File: src/rtl/rf_pkg.sv
// Shared types and sizes for the register-file writeback scheduler.
package rf_pkg;
  localparam int REG_AW = 5;
  localparam int NREG   = 32;
  localparam int DATA_W = 32;
  localparam logic [REG_AW-1:0] ZERO_REG = 5'd0;

  typedef enum logic {MEM_PRI, ALU_PRI} wb_arb_e;

  typedef struct packed {
    logic [REG_AW-1:0] wreg;
    logic [DATA_W-1:0] data;
  } wb_req_t;
endpackage

File: src/rtl/rf_scoreboard.sv
// Busy scoreboard of reserved destination registers, hazard check ports and
// the sticky unreserved-commit flag.
module rf_scoreboard
  import rf_pkg::*;
#(
  parameter int NREG = rf_pkg::NREG,
  localparam int AW  = $clog2(NREG)
) (
  input  logic            clk,
  input  logic            rst_n,
  input  logic            issue_valid,
  input  logic [AW-1:0]   issue_reg,
  output logic            issue_ready,
  input  logic [AW-1:0]   chk_reg_1,
  input  logic [AW-1:0]   chk_reg_2,
  output logic            chk_busy_1,
  output logic            chk_busy_2,
  input  logic            commit_valid,
  input  logic [AW-1:0]   commit_reg,
  output logic [NREG-1:0] busy_vec,
  output logic            err_unreserved
);

  logic [NREG-1:0] busy_q;
  logic [NREG-1:0] set_mask;
  logic [NREG-1:0] clr_mask;

  assign issue_ready = rst_n && !busy_q[issue_reg];
  assign chk_busy_1  = busy_q[chk_reg_1];
  assign chk_busy_2  = busy_q[chk_reg_2];
  assign busy_vec    = busy_q;

  // Register 0 is never reserved, so bit 0 can never be set.
  always_comb begin
    set_mask = '0;
    clr_mask = '0;
    if (issue_valid && issue_ready && (issue_reg != ZERO_REG))
      set_mask[issue_reg] = 1'b1;
    if (commit_valid)
      clr_mask[commit_reg] = 1'b1;
  end

  always_ff @(posedge clk or negedge rst_n) begin
    if (!rst_n) begin
      busy_q         <= '0;
      err_unreserved <= 1'b0;
    end else begin
      busy_q <= (busy_q & ~clr_mask) | set_mask;
      if (commit_valid && !busy_q[commit_reg])
        err_unreserved <= 1'b1;
    end
  end

endmodule

File: src/rtl/rf_write_sched.sv
// Arbitrates the single RF write port between ALU and load writeback, with
// ALU anti-starvation, a one-stage registered write path and a busy scoreboard.
module rf_write_sched
  import rf_pkg::*;
#(
  parameter int DATA_W       = rf_pkg::DATA_W,
  parameter int NREG         = rf_pkg::NREG,
  parameter int STARVE_LIMIT = 3,
  localparam int AW          = $clog2(NREG)
) (
  input  logic              clk,
  input  logic              rst_n,
  input  logic              issue_valid,
  input  logic [AW-1:0]     issue_reg,
  output logic              issue_ready,
  input  logic [AW-1:0]     chk_reg_1,
  input  logic [AW-1:0]     chk_reg_2,
  output logic              chk_busy_1,
  output logic              chk_busy_2,
  input  logic              alu_valid,
  input  logic [AW-1:0]     alu_reg,
  input  logic [DATA_W-1:0] alu_data,
  output logic              alu_ready,
  input  logic              mem_valid,
  input  logic [AW-1:0]     mem_reg,
  input  logic [DATA_W-1:0] mem_data,
  output logic              mem_ready,
  output logic              rf_reg_write,
  output logic [AW-1:0]     rf_write_reg,
  output logic [DATA_W-1:0] rf_write_data,
  output logic [NREG-1:0]   busy_vec,
  output logic              err_unreserved
);

  localparam logic [3:0] LIMIT4 = 4'(STARVE_LIMIT);

  wb_arb_e    state_q, state_d;
  logic [3:0] cnt_q, cnt_d;
  logic       alu_grant, mem_grant;
  wb_req_t    sel;

  // Loads win by default; once the ALU has been denied LIMIT times in a row
  // the ALU gets one cycle of priority.
  always_comb begin
    state_d   = state_q;
    cnt_d     = cnt_q;
    alu_grant = 1'b0;
    mem_grant = 1'b0;
    if (rst_n) begin
      case (state_q)
        MEM_PRI: begin
          mem_grant = mem_valid;
          alu_grant = alu_valid && !mem_valid;
          if (alu_grant) begin
            cnt_d = 4'd0;
          end else if (alu_valid) begin
            if (cnt_q != 4'hF) cnt_d = cnt_q + 4'd1;
            if (cnt_d == LIMIT4) state_d = ALU_PRI;
          end
        end
        ALU_PRI: begin
          alu_grant = alu_valid;
          mem_grant = mem_valid && !alu_valid;
          cnt_d     = 4'd0;
          state_d   = MEM_PRI;
        end
        default: state_d = MEM_PRI;
      endcase
    end
  end

  assign alu_ready = alu_grant;
  assign mem_ready = mem_grant;
  assign sel       = alu_grant ? {alu_reg, alu_data} : {mem_reg, mem_data};

  always_ff @(posedge clk or negedge rst_n) begin
    if (!rst_n) begin
      state_q <= MEM_PRI;
      cnt_q   <= 4'd0;
    end else begin
      state_q <= state_d;
      cnt_q   <= cnt_d;
    end
  end

  // Writes to r0 complete the handshake but never strobe the RF.
  always_ff @(posedge clk or negedge rst_n) begin
    if (!rst_n) begin
      rf_reg_write  <= 1'b0;
      rf_write_reg  <= '0;
      rf_write_data <= '0;
    end else begin
      rf_reg_write <= (alu_grant || mem_grant) && (sel.wreg != ZERO_REG);
      if (alu_grant || mem_grant) begin
        rf_write_reg  <= sel.wreg;
        rf_write_data <= sel.data;
      end
    end
  end

  rf_scoreboard #(.NREG(NREG)) u_scoreboard (
    .clk            (clk),
    .rst_n          (rst_n),
    .issue_valid    (issue_valid),
    .issue_reg      (issue_reg),
    .issue_ready    (issue_ready),
    .chk_reg_1      (chk_reg_1),
    .chk_reg_2      (chk_reg_2),
    .chk_busy_1     (chk_busy_1),
    .chk_busy_2     (chk_busy_2),
    .commit_valid   (rf_reg_write),
    .commit_reg     (rf_write_reg),
    .busy_vec       (busy_vec),
    .err_unreserved (err_unreserved)
  );

endmodule

File: config.mk
export PLATFORM = sky130hd
export DESIGN_NAME = rf_write_sched
export DESIGN_NICKNAME = d
export VERILOG_FILES = /design/src/rtl/rf_pkg.sv /design/src/rtl/rf_scoreboard.sv /design/src/rtl/rf_write_sched.sv
export SDC_FILE = /design/constraint.sdc
export NUM_CORES = 1
export LEC_CHECK = 0
export BUFFER_PORTS_ARGS = -buffer_cell sky130_fd_sc_hd__buf_2
export CORE_ASPECT_RATIO = 0.5
export CORE_UTILIZATION = 46
export DETAILED_ROUTE_END_ITERATION = 8
export GPL_TIMING_DRIVEN = 0
export PLACE_DENSITY = 0.79
export SETUP_SLACK_MARGIN = 0.15
export SYNTH_ARGS = -nofsm -noshare
export SYNTH_HDL_FRONTEND = slang
export SYNTH_HIERARCHICAL = 1
export SYNTH_SLANG_ARGS = --single-unit
File: constraint.sdc
create_clock -name clk -period 2 [get_ports clk]
set_input_delay 0.3 -clock clk [delete_from_list [all_inputs] [get_ports clk]]
set_output_delay 0.3 -clock clk [all_outputs]
set_load 0.005 [all_outputs]
==> impl_results.md <==
* Max Cap Viol at 0
* Detailed-route wire length per cell at around 22 um
* Largest area contributor in the netlist: dfrtp_1
* Aggregate global-route resource usage at 31.60%
* Hold Path Class: input pin to async pin
* Register area share after synthesis at 38.38%
* ANT nets after route at 0
* CTS max path bufs at 2
* Post-synthesis cell type count at 50
* Startpoint Class: flip-flop
* 1st-iter DRT viols at 638
* Vias per inst at 6.339
* H-tree levels at 3
* Root buf cell: clkbuf_16
* Total grt overflow at 0
* Max-slew violations at 0
* WHS at roughly 34 ps
* Synthesized area per cell at 10.61 sq um
* Number of synthesized flops with an enable pin at 0
* Residual DRC at 0
* Tmin final at between 2000 and 2500 ps
* Port Buffers at 164
* Max VDD drop at 0.5889 mV
* Final setup fails at 22
* Syn_nets at 562
* Top area cells in the synthesized netlist: dfrtp_1, mux4_2, o21ai_0
* DRT Pass-1 Iters at 6
* First-pass GRT wire length at roughly 26000 um
* Worst-path clk slew at 60 ps
* Clock latency on the worst-skew pair at between 300 and 400 ps
* Static Leak at 3.114 nW
* Final wirelength at between 15000 and 20000 um
* Post-synth top area share at 38.38%
* Die area at 11220 sq um
* Peak Freq at 411.6 MHz
* Die Ht at 75.39 um
* Row count at 26
* Crit share post-route at 121.5%
* PwrDens at 1121 nW/um^2
* Mapped Cells at 467
* TNS Setup at -3032 ps
* Synth warn at 6
* Core area at 10340 sq um
* Filler Cells Inserted at about 730
* Crit-path max FO at 3
* Worst rel slew slack at 40.01%
* Top-count cell post-synth: dfrtp_1
* Area growth from synthesis to layout at 47.80%
* Initial Utilization at 47.90%
* Setup CP Type: flip-flop to primary output
* Fin. Hold Viols at 0
* FFs w/ async S/R, synth at 100.0%
* Layout Cells excl Fill at 850
* Inserted Clock Buffers at 9
* CTS tree: built
* Clock Skew at 9.338 ps
* Vias at approximately 5400
* Share of cells above drive strength 1 at 54.87%
* GPL Wtd Cong at 0.8880
* Fin worst setup slack at -429.5 ps
* CP Data Required Time at approximately 1700 ps
* Failing checks: negative setup slack
* Number of antenna violations at the first check in global routing at 1
* Critical Path End Type: primary output
* Die Span X at 148.8 um
* Top_reg_cell synth: dfrtp_1
* Status: finished with violations
* WP data arrival at ~2100 ps
* Ports at 170
* Slew of the pin with the lowest slew margin at around 900 ps
* Post-DP HPWL at ~11000 um
* Area of the mapped netlist at 4955 sq um
* Synth top cells by count: dfrtp_1, o21ai_0, nor2_1, a31oi_1, nand3_1
* Clock sinks at 76
* Nets at 799
* Number of global-route vias before repair at ~5000
* Seq cells post-synth at 76
* Inst Count DP at approximately 770
* RSZ-0062 raised after global routing: yes
* Largest net degree at the start of global routing at 43
[worst max-delay path, cell delays in order, from the launching register on]
cell and delay, ps:
dfrtp_2 440, mux4_2 490, mux4_2 480, mux2_4 270
buf_6 110
[power breakdown]
part	internal, mW	switching (mW)	leakage (nW)
Combinational	2.24	1.79	2.13
Clock	1.03	0.652	0.149
Sequential	1.99	0.505	0.837
[cell type report]
| class | instances | area [sq um] | share of cell area [%] |
|---|---|---|---|
| diodes | 1 | 2.502 | 0.03417 |
| plain buffers | 43 | 379.1 | 5.177 |
| clock buffers | 12 | 256.5 | 3.502 |
| clock inverters | 4 | 47.55 | 0.6492 |
| inverters | 2 | 7.507 | 0.1025 |
| multi-input cells | 346 | 3005 | 41.04 |
| flip-flops and latches | 76 | 1934 | 26.41 |
| well taps | 140 | 175.2 | 2.392 |
| repair buffers | 226 | 1515 | 20.69 |
[routing by layer]
metal | vias to the layer above | wire length [um] | global-route usage, %
li1 | 2315 | - | -
met1 | 2577 | 6990 | 38.26
met2 | 413 | 8876 | 52.39
met3 | 83 | 2188 | 11.50
met4 | 0 | 692 | 13.38
met5 | - | 0 | 0
[path summary, 6_finish.rpt]
kind / startpoint / to / slack [ps] / cells past startpoint
worst min register to register: u_scoreboard/err_unreserved / u_scoreboard/err_unreserved / 510 / 1
worst max-delay path: u_scoreboard/busy_vec[15] / chk_busy_2 / -430 / 4
worst max register to register: u_scoreboard/busy_vec[16] / u_scoreboard/busy_vec[7] / -180 / 8
worst min-delay path: rst_n / rf_write_data[23] / 30 / 3
min in group clk: alu_data[29] / rf_write_data[29] / 210 / 3
max in group asynchronous: rst_n / u_scoreboard/busy_vec[21] / 1690 / 3
[metrics by stage]
step / power, mW / instance area, sq um / setup WS, ps / utilization (%)
final: 8.210 / 7323 / -429.5 / 70.79
after global routing: 8.509 / 7321 / -469.7 / 70.77
after CTS: 7.422 / 6864 / -421.6 / 66.35
after detailed placement: 4.955 / 6013 / -287.5 / 58.13
after global placement: 4.868 / 5991 / -1055 / 57.91
after floorplan: 3.878 / 4995 / 78.82 / -
[kinds of logic after synthesis]
group / count (synthesis) / synth area share (%)
AO/OA/AOI/OAI: 157 / 22.02
buffers and inverters: 45 / 6.060
AND/OR/NAND/NOR: 142 / 15.96
XOR/XNOR: 1 / 0.1768
multiplexers: 45 / 17.15
flip-flops: 76 / 38.38
adder cells (fa/ha/maj): 1 / 0.2525
[timing repair]
item                                    4_1_cts  5_1_grt
pin swaps                                     3       16
endpoints found under the hold margin        34        0
gates resized for setup                      61       53
cloned                                        0        3
hold buffers                                  3        0
endpoints found under the setup margin       26       35
setup buffers                                39       16
[layout by cell type (no fill, tap or decap), drive strengths merged, types with 4 or more instances in the layout]
cell type  netlist  final
a21oi            4      4
o21ai           74     74
a31oi           37     37
nand2           10     10
mux2i           11     11
o41ai           18     18
nor3             9      9
or3b             4      4
mux4            31     31
nand3           46     46
dfrtp           76     76
o31ai           16     16
clkbuf           9     24
nor2            44     44
nand3b           9      9
buf             34    257
nand2b           5      5
(Power assumes the default switching activity.)
